## src/rtl/mpu_store_stream.sv

```systemverilog
//------------------------------------------------------------------------------
// Module   : mpu_store_stream
// Purpose  : Streams one matrix from the MPU register file to a memory sink,
//            row- or column-major, with a small buffered valid/ready output.
// Revision : 1.0  initial release
//------------------------------------------------------------------------------
`default_nettype none

module mpu_store_stream #(
    parameter int FP        = 32,
    parameter int MBITS     = 3,
    parameter int NBITS     = 3,
    parameter int M_MAX     = 8,
    parameter int N_MAX     = 8,
    parameter int BUF_DEPTH = 4
) (
    input  logic             clk,
    input  logic             rst,
    input  logic             store_en_in,
    input  logic             col_major_in,
    input  logic [MBITS:0]   m_size_in,
    input  logic [NBITS:0]   n_size_in,
    output logic             busy_out,
    output logic             done_out,
    output logic             error_out,
    output logic             reg_rd_en_out,
    output logic [MBITS:0]   reg_i_store_loc_out,
    output logic [NBITS:0]   reg_j_store_loc_out,
    input  logic [FP-1:0]    reg_element_in,
    output logic             mem_store_en_out,
    input  logic             mem_ready_in,
    output logic [FP-1:0]    mem_store_element_out,
    output logic [MBITS:0]   mem_i_out,
    output logic [NBITS:0]   mem_j_out,
    output logic             mem_last_out,
    output logic [MBITS:0]   mem_m_store_size_out,
    output logic [NBITS:0]   mem_n_store_size_out
);

    localparam int PTR_W = (BUF_DEPTH > 1) ? $clog2(BUF_DEPTH) : 1;
    localparam int CNT_W = $clog2(BUF_DEPTH + 1);

    localparam logic [PTR_W-1:0] PTR_LAST = PTR_W'(BUF_DEPTH - 1);
    localparam logic [PTR_W-1:0] PTR_ONE  = PTR_W'(1);
    localparam logic [CNT_W-1:0] CNT_ONE  = CNT_W'(1);
    localparam logic [CNT_W:0]   DEPTH_C  = (CNT_W + 1)'(BUF_DEPTH);
    localparam logic [MBITS:0]   M_MAX_C  = (MBITS + 1)'(M_MAX);
    localparam logic [NBITS:0]   N_MAX_C  = (NBITS + 1)'(N_MAX);
    localparam logic [MBITS:0]   M_ONE    = (MBITS + 1)'(1);
    localparam logic [NBITS:0]   N_ONE    = (NBITS + 1)'(1);

    typedef enum logic [1:0] {
        S_IDLE   = 2'd0,
        S_STREAM = 2'd1,
        S_DRAIN  = 2'd2
    } state_t;

    state_t           state;
    logic             col_major;
    logic [MBITS:0]   m_size;
    logic [NBITS:0]   n_size;
    logic [MBITS:0]   i_ptr;
    logic [NBITS:0]   j_ptr;
    logic             error_q;

    logic             inflight;
    logic             inflight_last;
    logic [MBITS:0]   inflight_i;
    logic [NBITS:0]   inflight_j;

    logic [FP-1:0]    buf_data [BUF_DEPTH];
    logic [MBITS:0]   buf_i    [BUF_DEPTH];
    logic [NBITS:0]   buf_j    [BUF_DEPTH];
    logic             buf_last [BUF_DEPTH];
    logic [PTR_W-1:0] wr_ptr;
    logic [PTR_W-1:0] rd_ptr;
    logic [CNT_W-1:0] count;

    logic             head_valid;
    logic             pop;
    logic             push;
    logic             rd_en;
    logic             i_last;
    logic             j_last;
    logic             size_ok;
    logic             done;
    logic [CNT_W:0]   occupancy;
    logic [CNT_W:0]   limit;

    assign head_valid = (count != '0);
    assign pop        = head_valid & mem_ready_in;
    assign push       = inflight;

    // A slot freed by this cycle's pop may be claimed by a read issued now.
    assign occupancy  = {1'b0, count} + {{CNT_W{1'b0}}, inflight};
    assign limit      = DEPTH_C + {{CNT_W{1'b0}}, pop};
    assign rd_en      = (state == S_STREAM) && (occupancy < limit);

    assign i_last     = (i_ptr == m_size - M_ONE);
    assign j_last     = (j_ptr == n_size - N_ONE);
    assign size_ok    = (m_size_in != '0) && (m_size_in <= M_MAX_C) &&
                        (n_size_in != '0) && (n_size_in <= N_MAX_C);
    assign done       = (state == S_DRAIN) && pop && buf_last[rd_ptr];

    always_ff @(posedge clk) begin
        if (!rst) begin
            state         <= S_IDLE;
            col_major     <= 1'b0;
            m_size        <= '0;
            n_size        <= '0;
            i_ptr         <= '0;
            j_ptr         <= '0;
            error_q       <= 1'b0;
            inflight      <= 1'b0;
            inflight_last <= 1'b0;
            inflight_i    <= '0;
            inflight_j    <= '0;
            wr_ptr        <= '0;
            rd_ptr        <= '0;
            count         <= '0;
        end else begin
            error_q  <= 1'b0;
            inflight <= rd_en;
            if (rd_en) begin
                inflight_i    <= i_ptr;
                inflight_j    <= j_ptr;
                inflight_last <= i_last & j_last;
            end

            if (push) wr_ptr <= (wr_ptr == PTR_LAST) ? '0 : wr_ptr + PTR_ONE;
            if (pop)  rd_ptr <= (rd_ptr == PTR_LAST) ? '0 : rd_ptr + PTR_ONE;
            case ({push, pop})
                2'b10:   count <= count + CNT_ONE;
                2'b01:   count <= count - CNT_ONE;
                default: count <= count;
            endcase

            case (state)
                S_IDLE: begin
                    if (store_en_in) begin
                        if (size_ok) begin
                            col_major <= col_major_in;
                            m_size    <= m_size_in;
                            n_size    <= n_size_in;
                            i_ptr     <= '0;
                            j_ptr     <= '0;
                            state     <= S_STREAM;
                        end else begin
                            error_q   <= 1'b1;
                        end
                    end
                end
                S_STREAM: begin
                    if (rd_en) begin
                        if (i_last && j_last) begin
                            state <= S_DRAIN;
                        end else if (!col_major) begin
                            if (j_last) begin
                                j_ptr <= '0;
                                i_ptr <= i_ptr + M_ONE;
                            end else begin
                                j_ptr <= j_ptr + N_ONE;
                            end
                        end else begin
                            if (i_last) begin
                                i_ptr <= '0;
                                j_ptr <= j_ptr + N_ONE;
                            end else begin
                                i_ptr <= i_ptr + M_ONE;
                            end
                        end
                    end
                end
                S_DRAIN: begin
                    if (done) state <= S_IDLE;
                end
                default: state <= S_IDLE;
            endcase
        end
    end

    // Buffer storage needs no reset: occupancy alone decides what is valid.
    always_ff @(posedge clk) begin
        if (push) begin
            buf_data[wr_ptr] <= reg_element_in;
            buf_i[wr_ptr]    <= inflight_i;
            buf_j[wr_ptr]    <= inflight_j;
            buf_last[wr_ptr] <= inflight_last;
        end
    end

    assign busy_out              = (state != S_IDLE);
    assign done_out              = done;
    assign error_out             = error_q;
    assign reg_rd_en_out         = rd_en;
    assign reg_i_store_loc_out   = rd_en ? i_ptr : '0;
    assign reg_j_store_loc_out   = rd_en ? j_ptr : '0;
    assign mem_store_en_out      = head_valid;
    assign mem_store_element_out = head_valid ? buf_data[rd_ptr] : '0;
    assign mem_i_out             = head_valid ? buf_i[rd_ptr]    : '0;
    assign mem_j_out             = head_valid ? buf_j[rd_ptr]    : '0;
    assign mem_last_out          = head_valid & buf_last[rd_ptr];
    assign mem_m_store_size_out  = busy_out ? m_size : '0;
    assign mem_n_store_size_out  = busy_out ? n_size : '0;

endmodule

`default_nettype wire
```

## config.mk

```make
export PLATFORM = sky130hd
export DESIGN_NAME = mpu_store_stream
export DESIGN_NICKNAME = d
export VERILOG_FILES = /design/src/rtl/mpu_store_stream.sv
export SDC_FILE = /design/constraint.sdc
export NUM_CORES = 1
export LEC_CHECK = 0
export ABC_AREA = 1
export BUFFER_PORTS_ARGS = -buffer_cell sky130_fd_sc_hd__buf_2
export CAP_MARGIN = 30
export CORE_UTILIZATION = 61
export DETAILED_ROUTE_END_ITERATION = 8
export HOLD_SLACK_MARGIN = 0.08
export PLACE_DENSITY_LB_ADDON = 0.2
export SYNTH_ARGS = -nofsm -noshare
export SYNTH_HDL_FRONTEND = slang
export SYNTH_SLANG_ARGS = --single-unit
```

## constraint.sdc

```tcl
create_clock -name clk -period 5.5 [get_ports clk]
set_clock_uncertainty 0.05 [all_clocks]
set_input_delay 0.825 -clock clk [delete_from_list [all_inputs] [get_ports clk]]
set_output_delay 0.825 -clock clk [all_outputs]
set_load 0.005 [all_outputs]
```

==> results of run 1 <==
[synth_stat cells (all sizes together)]
library cell	count
nor2	214
edfxtp	164
o21ai	101
nand2	85
a21oi	70
inv	67
dfxtp	39
clkbuf	25
nand3	19
buf	12
ha	12
nand4	6
o31ai	2
fa	1
nor3	1
nor3b	1
o211a	1
xnor2	1
xor2	1
[worst max-delay path: stages, from the launching register on]
cell and delay [ns]:
dfxtp_2 0.31, buf_4 0.43, inv_1 0.57, buf_4 0.39
nor2_1 0.12, o21ai_0 0.09, a21oi_1 0.17, buf_2 0.14
[metal layers]
| metal | share of wire, % | vias up |
|---|---|---|
| li1 | - | 2986 |
| met1 | 42 | 2846 |
| met2 | 50 | 229 |
| met3 | 6.4 | 33 |
| met4 | 1.8 | 0 |
| met5 | 0 | - |
[report_power, final]
group | switching, mW | internal (mW) | leakage (nW)
clock | 0.537 | 0.710 | 0.295
combinational | 1.13 | 0.579 | 1.87
sequential | 0.0933 | 1.85 | 1.82
[sequential cells by signal, summed over array words and instances (netlist names), 3 cells and up, named ones only]
name / count
i_ptr: 4
buf_j: 16
buf_data: 128
m_size: 4
buf_i: 16
count: 3
inflight_j: 4
buf_last: 4
n_size: 4
inflight_i: 4
j_ptr: 4
[worst max-delay path by stage]
stage,endpoint
final,mem_store_element_out[13]
after global routing,done_out
after CTS,mem_store_element_out[12]
after detailed placement,mem_store_element_out[12]
after global placement,done_out
after floorplan,reg_j_store_loc_out[2]
[per-stage QoR]
step	setup WS [ns]	instances	power (mW)	cell area (µm²)
6_report	1.91	1111	4.90	9910
5_1_grt	1.71	1111	5.21	9910
4_1_cts	1.92	1111	4.91	9910
3_5_place_dp	2.46	1076	3.66	9300
3_3_place_gp	2.38	1071	3.57	9200
2_1_floorplan	3.13	822	3.14	8570
[cell families after synthesis]
family	count (synthesis)	synth area share, %
buf+inv	104	4.77
simple gates	326	16.1
compound gates	174	10.3
fa+ha+maj	13	1.99
flops	203	66.6
xor+xnor	2	0.204
[area by class of cell]
| cell class | count | area (µm²) | area share [%] |
|---|---|---|---|
| clock buffers | 24 | 547 | 5.52 |
| clock inverters | 11 | 62.6 | 0.631 |
| inverters | 67 | 254 | 2.56 |
| multi-input cells | 515 | 2450 | 24.8 |
| flip-flops and latches | 203 | 5710 | 57.6 |
| well taps | 176 | 220 | 2.22 |
| repair buffers | 115 | 661 | 6.67 |
==> impl_metrics.py, run 1 <==
metrics = {
    "status": {
        "status": "completed",
    },
    "grt": {
        "grtUsageMet2_pct": 42.1,
        "grt_overflow_total": 0,
        "grt_pass1_wl_um": 28600,
        "first_global_vias": 5969,
        "met3_usage_pct": 3.68,
        "grt_usage_pct": 25.0,
        "grt_max_degree": 83,
        "antenna_found_initial": 0,
        "met1_usage_pct": 33.2,
        "busiest_layer": "met2",
    },
    "yosys": {
        "synth_top_area_share_pct": 57.5,
        "synth_area_leaders": "edfxtp_1, dfxtp_1, nor2_1",
        "synth_area_per_cell_um2": 10.4,
        "syn-cell-area_um2": 8570,
        "yosysSeqAreaShare_pct": 66.6,
        "synth.distinct_cells": 31,
        "synth_cells": 822,
        "ys_ff_latch": 203,
        "yosys.area.top_type": "edfxtp_1",
        "syn_nets": 880,
        "yosys_warnings": 0,
    },
    "die": {
        "die_y_um": 121,
        "initial_core_util_pct": 63.7,
        "io_pins": 107,
        "die_w_um": 121,
        "fp-row-count": 42,
        "core-area_um2": 13500,
        "die_area_um2": 14500,
    },
    "timing": {
        "relSlewSlack_pct": 37.3,
        "fin_hold_ws_ns": 0.442,
        "finalMaxSlewViolations": 0,
        "tightest_slew_ns": 0.940,
        "fin_setup_tns_ns": 0,
        "period_share_pct": 65.3,
        "min_period_ns": 3.59,
        "hold_viol": 0,
        "fmax_mhz": 279,
        "rsz0062_at_grt": "no",
        "finalSetupViolations": 0,
    },
    "power_and_ir_drop": {
        "power_density_nw_per_um2": 494,
        "leakagePower_nw": 3.98,
        "peakVddDrop_mv": 0.411,
    },
    "critical_path": {
        "path_max_fanout": 42,
        "endpoint_kind": "primary output",
        "rrSetupSlack_ns": 3.19,
        "crit_required_ns": 4.62,
        "critPathArrivalTime_ns": 2.71,
        "reg2reg_depth": 9,
        "worst_setup_path_start_kind": "flop",
        "path_class": "flop to primary output",
        "reg2reg_to": "state[1]$_SDFFE_PN0P_",
    },
    "cells_and_area": {
        "final_core_util_pct": 73.6,
        "drive_gt1_share_pct": 19.5,
        "nets": 980,
        "diodes": 0,
        "layout_commonest_cell": "nor2_1",
        "layout_common_cells": "nor2_1, edfxtp_1, buf_2",
        "fillers": 910,
        "area_delta_synth_final_pct": 15.6,
    },
    "clock_tree": {
        "tritoncts": "done",
        "hold_buffers": 0,
        "numCtsBuffers": 20,
        "clkTransAtPathRegs_ns": 0.06,
        "cts_root_buf": "clkbuf_16",
        "cts.sinks": 203,
        "post_cts_buffers": 0,
        "clk_latency_ns": 0.48,
        "h-tree-depth": 1,
        "clockBufferDepth": 3,
        "cts_resized": 0,
    },
    "route": {
        "wl_um": 17500,
        "ant_nets": 0,
        "viasPerCell": 5.49,
        "wire_per_inst_um": 15.8,
        "drtIter0Drc": 612,
        "num_vias": 6094,
        "drc": 0,
        "dr.pass1.iters": 6,
    },
    "flow_run": {
        "drv_cap": 0,
    },
    "placed_design": {
        "gp_congestion": 0.847,
        "portBuffers": 106,
        "dp_hpwl_um": 10700,
    },
    "worst_hold_path": {
        "worstHoldEndpoint": "count[0]$_SDFFE_PN0P_",
        "hp-class": "flop to flop",
        "worstHoldPathCells": 1,
        "hold_start": "count[0]$_SDFFE_PN0P_",
    },
}
Note: power is estimated with default switching activity, not from simulation.
==> inputs of run 2 (changes only) <==
--- a/config.mk
+++ b/config.mk
@@ -8,7 +8,7 @@
 export ABC_AREA = 1
 export BUFFER_PORTS_ARGS = -buffer_cell sky130_fd_sc_hd__buf_2
 export CAP_MARGIN = 30
-export CORE_UTILIZATION = 61
+export CORE_UTILIZATION = 58
 export DETAILED_ROUTE_END_ITERATION = 8
 export HOLD_SLACK_MARGIN = 0.08
 export PLACE_DENSITY_LB_ADDON = 0.2
==> constraint.sdc (replaced) <==
create_clock -name clk -period 3.35 [get_ports clk]
set_clock_uncertainty 0.05 [all_clocks]
set_input_delay 0.5025 -clock clk [delete_from_list [all_inputs] [get_ports clk]]
set_output_delay 0.5025 -clock clk [all_outputs]
set_load 0.005 [all_outputs]
==> run 2 against run 1 <==
Compared with the run above: clock power increased by 73%; via count increased by 0.48%; largest power group unchanged; non-clock buffer count increased by 3; register-to-register slack got worse by 2.1 ns; sequential share of layout area decreased by 0.35 points; combinational power increased by 61%; total power increased by 67%; flip-flop and latch count unchanged.
==> impl_metrics.py, run 2 (same netlist as run 1, synthesis figures left out) <==
metrics = {
    "timing": {
        "rsz0062_at_grt": "no",
        "fin_setup_tns_ns": 0,
        "worst_slack_ns": 0.233,
        "min_period_ns": 3.12,
        "tightest_slew_ns": 0.856,
        "finalSetupViolations": 0,
        "finalMaxSlewViolations": 0,
        "fmax_mhz": 321,
        "relSlewSlack_pct": 42.7,
        "hold_viol": 0,
        "period_share_pct": 93.0,
    },
    "cells_and_area": {
        "layout_commonest_cell": "nor2_1",
        "drive_gt1_share_pct": 19.8,
        "top_register": "buf_data",
        "fillers": 1052,
        "largest_register_ffs": 128,
        "fin_area_um2": 9970,
        "diodes": 0,
        "multi_input_area_um2": 2450,
        "nets": 983,
        "area_delta_synth_final_pct": 16.3,
        "finalNonFillerCells": 1123,
        "register_area_um2": 5710,
        "reg.largest.list": "buf_data (128), buf_i (16), buf_j (16)",
        "layout_common_cells": "nor2_1, edfxtp_1, buf_2",
    },
    "worst_hold_path": {
        "hp-class": "input pin to flop",
        "worstHoldPathCells": 1,
    },
    "flow_run": {
        "drv_cap": 0,
    },
    "critical_path": {
        "endpoint_kind": "primary output",
        "path_max_fanout": 35,
        "crit_buf_inv": 3,
        "crit_required_ns": 2.80,
        "reg2reg_depth": 10,
        "worst_setup_path_start_kind": "flop",
        "max_stage_delay_ns": 0.53,
        "path_class": "flop to primary output",
        "cpMaxStageDelayCell": "dfxtp_2",
        "path_cells": "buf_4, buf_4, nor2_1, nor2_1, o21ai_0, a21oi_1, buf_2",
        "critPathArrivalTime_ns": 2.56,
        "crit_family": "buffers and inverters",
        "critical_path_depth": 7,
    },
    "placed_design": {
        "dp.cells": 1087,
        "placed_area_um2": 9320,
        "gp_congestion": 0.842,
        "post-place-ws_ns": 0.767,
        "dp_hpwl_um": 11100,
        "portBuffers": 106,
    },
    "clock_tree": {
        "cts.sinks": 203,
        "tritoncts": "done",
        "cts_resized": 0,
        "clkTransAtPathRegs_ns": 0.06,
        "h-tree-depth": 1,
        "post_cts_buffers": 0,
        "clk_latency_ns": 0.49,
        "hold_buffers": 0,
        "clockBufferDepth": 3,
        "cts_root_buf": "clkbuf_16",
        "numCtsBuffers": 20,
    },
    "die": {
        "initial_core_util_pct": 59.2,
        "die_w_um": 124,
        "fp-row-count": 44,
        "die_area_um2": 15300,
        "io_pins": 107,
        "die_y_um": 124,
        "core-area_um2": 14500,
    },
    "status": {
        "status": "completed",
    },
    "route": {
        "dr_wl_met3_um": 1110,
        "dr.pass1.iters": 5,
        "wl_um": 18000,
        "drtIter0Drc": 564,
        "met2WireLength_um": 9040,
        "route.top_layer_used": "met4",
        "wl_met1_um": 7520,
        "ant_nets": 0,
        "num_vias": 6123,
        "viasPerCell": 5.45,
        "wire_per_inst_um": 16.1,
        "drc": 0,
    },
    "grt": {
        "first_global_vias": 5803,
        "grt_usage_pct": 24.1,
        "grt_pass1_wl_um": 28300,
        "grt_max_degree": 44,
        "antenna_found_initial": 0,
        "grt_overflow_total": 0,
    },
    "power_and_ir_drop": {
        "peakVddDrop_mv": 0.475,
        "power_density_nw_per_um2": 819,
        "leakagePower_nw": 4.01,
    },
}
-- run 2: cell types whose count changed in the layout (fill, tap and decap cells not counted) --
cell | before | now
clkinvlp_4 | 2 | 1
clkbuf_8 | 1 | 4
buf_12 | 5 | 4
clkbuf_16 | 21 | 22
clkbuf_1 | 2 | 3
buf_4 | 4 | 8
clkinv_1 | 4 | 3
clkinv_4 | 2 | 0
-- run 2: final cells by class --
cell class,instances,area share (%)
clock inverter,7,0.339
inverter,67,2.55
tap,184,2.31
sequential,203,57.3
multi-input combinational,515,24.6
clock buffer,29,6.19
timing repair buffer,118,6.73
-- run 2: through the flow --
step	power (mW)	hold slack (ns)	utilization, %
floorplan	5.15	0.397	-
CTS	8.21	0.169	68.8
detailed placement	6.04	0.444	64.4
finish	8.16	0.178	68.8
global placement	5.91	0.423	63.8
global route	8.73	0.173	68.8
-- run 2: power breakdown --
| part | internal [mW] | switching [mW] | total (mW) |
|---|---|---|---|
| registers | 3.03 | 0.209 | 3.24 |
| logic | 0.949 | 1.81 | 2.76 |
| clock network | 1.28 | 0.886 | 2.16 |
-- run 2: layer usage --
layer	GRT usage [%]	up-vias
li1	-	2987
met4	7.68	0
met3	2.95	28
met1	31.4	2911
met2	42.1	197
met5	0	-
-- run 2: worst paths after layout --
kind,from,endpoint,slack (ns)
worst max-delay path,flop,mem_store_element_out[9],0.23
worst min-delay path,reg_element_in[1],buf_data[0][1]$_DFFE_PP_,0.18
worst max register to register,inflight$_SDFF_PN0_,inflight_last$_SDFFE_PN0P_,1.11
worst min register to register,count[0]$_SDFFE_PN0P_,count[0]$_SDFFE_PN0P_,0.45
